--- src/rtl/pixel_array_ctrl.sv ---
// Frame sequencer for the pixel sensor array.
// Runs erase, expose, convert, turnaround and readout once per start.
module pixel_array_ctrl #(
    parameter int ROW_NUM       = 2,
    parameter int COLUMN_NUM    = 2,
    parameter int ERASE_CYCLES  = 5,
    parameter int EXPOSE_CYCLES = 255,
    parameter int READ_CYCLES   = 2
) (
    input  logic                           clk,
    input  logic                           reset,
    input  logic                           start,
    output logic                           erase,
    output logic                           expose,
    output logic                           ramp,
    output logic [7:0]                     data_out,
    output logic                           data_oe,
    output logic [ROW_NUM*COLUMN_NUM-1:0]  read,
    input  logic [7:0]                     data_in,
    output logic [7:0]                     pix_data,
    output logic [((ROW_NUM*COLUMN_NUM > 1) ?
                   $clog2(ROW_NUM*COLUMN_NUM) : 1)-1:0] pix_index,
    output logic                           pix_valid,
    output logic                           busy,
    output logic                           done
);

    localparam int N  = ROW_NUM * COLUMN_NUM;
    localparam int IW = (N > 1) ? $clog2(N) : 1;

    localparam logic [15:0]   ERASE_LAST  = 16'(ERASE_CYCLES - 1);
    localparam logic [15:0]   EXPOSE_LAST = 16'(EXPOSE_CYCLES - 1);
    localparam logic [15:0]   CONV_LAST   = 16'd255;
    localparam logic [7:0]    READ_LAST   = 8'(READ_CYCLES - 1);
    localparam logic [IW-1:0] K_LAST      = IW'(N - 1);

    typedef enum logic [2:0] {
        S_IDLE,
        S_ERASE,
        S_EXPOSE,
        S_CONVERT,
        S_TURN,
        S_READ,
        S_DONE
    } state_t;

    state_t        state, state_n;
    logic [15:0]   cnt, cnt_n;
    logic [7:0]    rc, rc_n;
    logic [IW-1:0] k, k_n;
    logic          sample;

    always_comb begin
        state_n = state;
        cnt_n   = cnt;
        rc_n    = rc;
        k_n     = k;
        sample  = 1'b0;
        unique case (state)
            S_IDLE: begin
                if (start) begin
                    state_n = S_ERASE;
                    cnt_n   = '0;
                end
            end
            S_ERASE: begin
                if (cnt == ERASE_LAST) begin
                    state_n = S_EXPOSE;
                    cnt_n   = '0;
                end else begin
                    cnt_n = cnt + 16'd1;
                end
            end
            S_EXPOSE: begin
                if (cnt == EXPOSE_LAST) begin
                    state_n = S_CONVERT;
                    cnt_n   = '0;
                end else begin
                    cnt_n = cnt + 16'd1;
                end
            end
            S_CONVERT: begin
                if (cnt == CONV_LAST) begin
                    state_n = S_TURN;
                    cnt_n   = '0;
                end else begin
                    cnt_n = cnt + 16'd1;
                end
            end
            S_TURN: begin
                state_n = S_READ;
                rc_n    = '0;
                k_n     = '0;
            end
            S_READ: begin
                if (rc == READ_LAST) begin
                    // bus has settled for READ_CYCLES: capture and move on
                    sample = 1'b1;
                    rc_n   = '0;
                    if (k == K_LAST) begin
                        state_n = S_DONE;
                    end else begin
                        k_n = k + IW'(1);
                    end
                end else begin
                    rc_n = rc + 8'd1;
                end
            end
            S_DONE: begin
                state_n = S_IDLE;
            end
            default: begin
                state_n = S_IDLE;
            end
        endcase
    end

    // outputs are registered from the next-state decode so they line up
    // with the state they describe
    always_ff @(posedge clk or negedge reset) begin
        if (!reset) begin
            state     <= S_IDLE;
            cnt       <= '0;
            rc        <= '0;
            k         <= '0;
            erase     <= 1'b0;
            expose    <= 1'b0;
            ramp      <= 1'b0;
            data_out  <= '0;
            data_oe   <= 1'b0;
            read      <= '0;
            pix_data  <= '0;
            pix_index <= '0;
            pix_valid <= 1'b0;
            busy      <= 1'b0;
            done      <= 1'b0;
        end else begin
            state     <= state_n;
            cnt       <= cnt_n;
            rc        <= rc_n;
            k         <= k_n;
            erase     <= (state_n == S_ERASE);
            expose    <= (state_n == S_EXPOSE);
            ramp      <= (state_n == S_CONVERT);
            data_oe   <= (state_n == S_CONVERT);
            data_out  <= (state_n == S_CONVERT) ? cnt_n[7:0] : 8'd0;
            read      <= (state_n == S_READ) ? (N'(1) << k_n) : '0;
            busy      <= (state_n != S_IDLE);
            done      <= (state_n == S_DONE);
            pix_valid <= sample;
            if (sample) begin
                pix_data  <= data_in;
                pix_index <= k;
            end
        end
    end

endmodule

--- config.mk ---
export PLATFORM = sky130hd
export DESIGN_NAME = pixel_array_ctrl
export DESIGN_NICKNAME = d
export VERILOG_FILES = /design/src/rtl/pixel_array_ctrl.sv
export SDC_FILE = /design/constraint.sdc
export NUM_CORES = 1
export LEC_CHECK = 0
export ABC_CLOCK_PERIOD_IN_PS = 6000
export CAP_MARGIN = 5
export CORE_UTILIZATION = 34
export DETAILED_ROUTE_END_ITERATION = 12
export GPL_TIMING_DRIVEN = 1
export PLACE_DENSITY_LB_ADDON = 0.1
export SLEW_MARGIN = 10
export SYNTH_ARGS = -nofsm -noshare
export SYNTH_HDL_FRONTEND = slang
export SYNTH_SLANG_ARGS = --single-unit
--- constraint.sdc ---
create_clock -name clk -period 6 [get_ports clk]
set_clock_uncertainty 0.05 [all_clocks]
set_input_delay 0.9 -clock clk [delete_from_list [all_inputs] [get_ports clk]]
set_output_delay 0.9 -clock clk [all_outputs]
set_load 0.005 [all_outputs]
==> run metrics <==
# nets final 316; floorplan die width 92.6 µm; unique cell type count in the Yosys netlist 51; setup TNS 0 ns; GPL Wtd Cong 0.780; fraction of final layout cells with drive strength greater than 1 0.170; Most used DFF post-synth sky130_fd_sc_hd__dfrtp_1; Max H-tree Level 3; initial cell density of the core 0.356; fin crit period 2.72 ns; cell at the root of the clock tree sky130_fd_sc_hd__clkbuf_8; mean instance size in the synthesized netlist 10.7 µm²; actual transition at the worst max-transition pin 0.893 ns; Final Hold Fails 0; number of DRC markers in iteration 0 116; metal1 wirelength 2750 µm; slowest stage delay, CP 0.62 ns; biggest area contributors in the synthesized netlist sky130_fd_sc_hd__dfrtp_1 51%, sky130_fd_sc_hd__mux2_2 4.0%, sky130_fd_sc_hd__nor2_1 3.6%; critical path fanouts, max 11; final antenna diode count 0; result of the run finished with violations; post-detailed-route count of antenna-violating nets 0; I/O pin count 40; most frequent cells in the layout 57 x sky130_fd_sc_hd__dfrtp_1, 38 x sky130_fd_sc_hd__clkdlybuf4s50_1, 27 x sky130_fd_sc_hd__nor2_1; fraction of synthesized cell area taken by the top area cell type 0.511; worst hold margin 0.443 ns; fraction of the cycle the final worst path needs 0.453; area enclosed by the die boundary 8570 µm²; hold bufs inserted after CTS 0; instance count of the mapped netlist 261; share of synthesized area occupied by flip-flops and latches 0.511; Skew-Pair Late Insertion Delay 0.33 ns; startpoint types flip-flop; overall die height 92.6 µm; final setup violating endpoints 0; number of enable-type register cells in the synthesized netlist 0; per-cell via count in the routed design 4.90; Total Routed Length 5620 µm; mapped cell area 2790 µm²; clk slew on worst S/H paths 0.07 ns; maximum buffer depth of the clock tree 2; setup repair after global routing missed its margin no; count of state elements after synthesis 57; count of standard-cell rows 32; port bufs 39; post_cts resized 0; power consumption 1.12 mW; Leak Pwr 1.43 nW; routed length on met3 195 µm; Crit path arrival time 2.83 ns; Pwr per Cell Area 328 nW/µm²; top cell family by delay on the critical path simple AND/OR/NAND/NOR gates; post-DP HPWL 3850 µm; largest net degree at the start of global routing 58; most frequent standard cell in the layout excluding fill and tap cells sky130_fd_sc_hd__dfrtp_1; initial antenna violation count 0; largest voltage drop on the vdd net 176 µV; violations in the final reports DRC; area added between synthesis and finish 22.8%; Worst setup EP type flip-flop; cell accounting for the most synthesized area sky130_fd_sc_hd__dfrtp_1; top metal layer carrying routed signals met4; critical path buffer and inverter count 1; fin. max-slew vios 0; Yosys warnings 0; wire length of the first global-routing pass 9790 µm; number of CTS-inserted buffers 9; share of synthesized flip-flops with an asynchronous set or reset 1.00; class of the most critical hold timing path flip-flop to flip-flop; maximum frequency from static timing analysis 0.368 GHz; Max-Slew Margin vs Limit 0.398; Tot GR Track Use 0.148; max-cap violations 0; met2 layer wire length in the routed design 2580 µm; Worst Path Class, Setup flip-flop to flip-flop; syn nets 277; Overflow after GRT 0; CTS Sinks 57; detailed-routing iteration count for the pre-antenna-repair pass 9; Placeable Area 7850 µm²; Setup Fix Bufs, Post-CTS 0; vias 1996; CTS tree done; CP cell instances inv_1 > ha_1 > or4b_1 > nor4_4 > o22ai_2 > nor3_2 > o22ai_1; number of global-route vias before repair 2055; number of DRC violations after detailed routing 2; Routed WL per cell 13.8 µm; data required time at the worst endpoint 6.12 ns; worst-path cell with the longest stage delay sky130_fd_sc_hd__nor3_2
sequential cells by signal (all words and copies together) (netlist names):
signal,count
erase,1
read,4
pix_valid,1
rc,8
done,1
pix_index,2
data_out,8
busy,1
data_oe,1
state,3
cnt,16
expose,1
pix_data,8
k,2
per-stage QoR:
step,setup slack (ns),cells,instance area (µm²),util
after floorplan,3.87,261,2790,-
after global placement,3.06,391,3210,0.409
after detailed placement,3.03,391,3210,0.409
after CTS,3.24,407,3430,0.437
after global routing,3.04,407,3430,0.437
final,3.28,407,3430,0.437
worst reg2reg max path, stage by stage, from the launching register on:
cell and delay (ns):
sky130_fd_sc_hd__dfrtp_1 0.41, sky130_fd_sc_hd__inv_1 0.13, sky130_fd_sc_hd__ha_1 0.15, sky130_fd_sc_hd__or4b_1 0.48
sky130_fd_sc_hd__nor4_4 0.33, sky130_fd_sc_hd__o22ai_2 0.21, sky130_fd_sc_hd__nor3_2 0.62, sky130_fd_sc_hd__o22ai_1 0.18
cell type report:
class | instances | area [µm²]
Fill cell | 758 | 4420
Sequential cell | 57 | 1430
Multi-Input combinational cell | 183 | 1230
Timing Repair Buffer | 40 | 393
Tap cell | 102 | 128
Clock buffer | 9 | 124
Clock inverter | 7 | 93.8
Inverter | 9 | 33.8
final timing paths:
path                                   start                end  slack (ns)  depth (start not counted)
setup / recovery            cnt[0]$_DFF_PN0_   cnt[5]$_DFF_PN0_        3.28                          7
hold / removal             rc[7]$_DFFE_PN0P_  rc[7]$_DFFE_PN0P_        0.44                          1
setup reg to reg            cnt[0]$_DFF_PN0_   cnt[5]$_DFF_PN0_        3.28                          7
hold reg to reg            rc[7]$_DFFE_PN0P_  rc[7]$_DFFE_PN0P_        0.44                          1
max in group asynchronous              reset   cnt[5]$_DFF_PN0_        4.78                          2
min in group asynchronous              reset  rc[2]$_DFFE_PN0P_        0.65                          2
power breakdown:
| group | total [mW] | switching [mW] | leakage (nW) | internal (mW) |
|---|---|---|---|---|
| sequential | 0.457 | 0.0354 | 0.762 | 0.421 |
| combinational | 0.273 | 0.157 | 0.558 | 0.116 |
| clock | 0.393 | 0.159 | 0.106 | 0.233 |
| total | 1.12 | 0.352 | 1.43 | 0.770 |
cells by family after synthesis:
family / Yosys count / share of synthesized area
simple gates: 113 / 0.237
flops: 57 / 0.511
compound gates: 44 / 0.103
buf+inv: 21 / 0.0511
mux: 11 / 0.0439
xor+xnor: 10 / 0.0314
fa+ha+maj: 5 / 0.0224
synth_stat cells (all sizes together) (6+ instances only):
cell type and count:
dfrtp 57, nor2 28, nand2 25, a21oi 12, o21ai 11, mux2 10, inv 9, nand3 9
o22ai 8, buf 7, xnor2 7, nor3 6, nor4 6, o31ai 6
per-layer routing:
layer,track usage,vias up
met1,0.196,955
met3,0.0304,7
met4,0.0703,0
met2,0.230,35
met5,0,-
li1,-,999
Power figures use the tool's default switching activity.
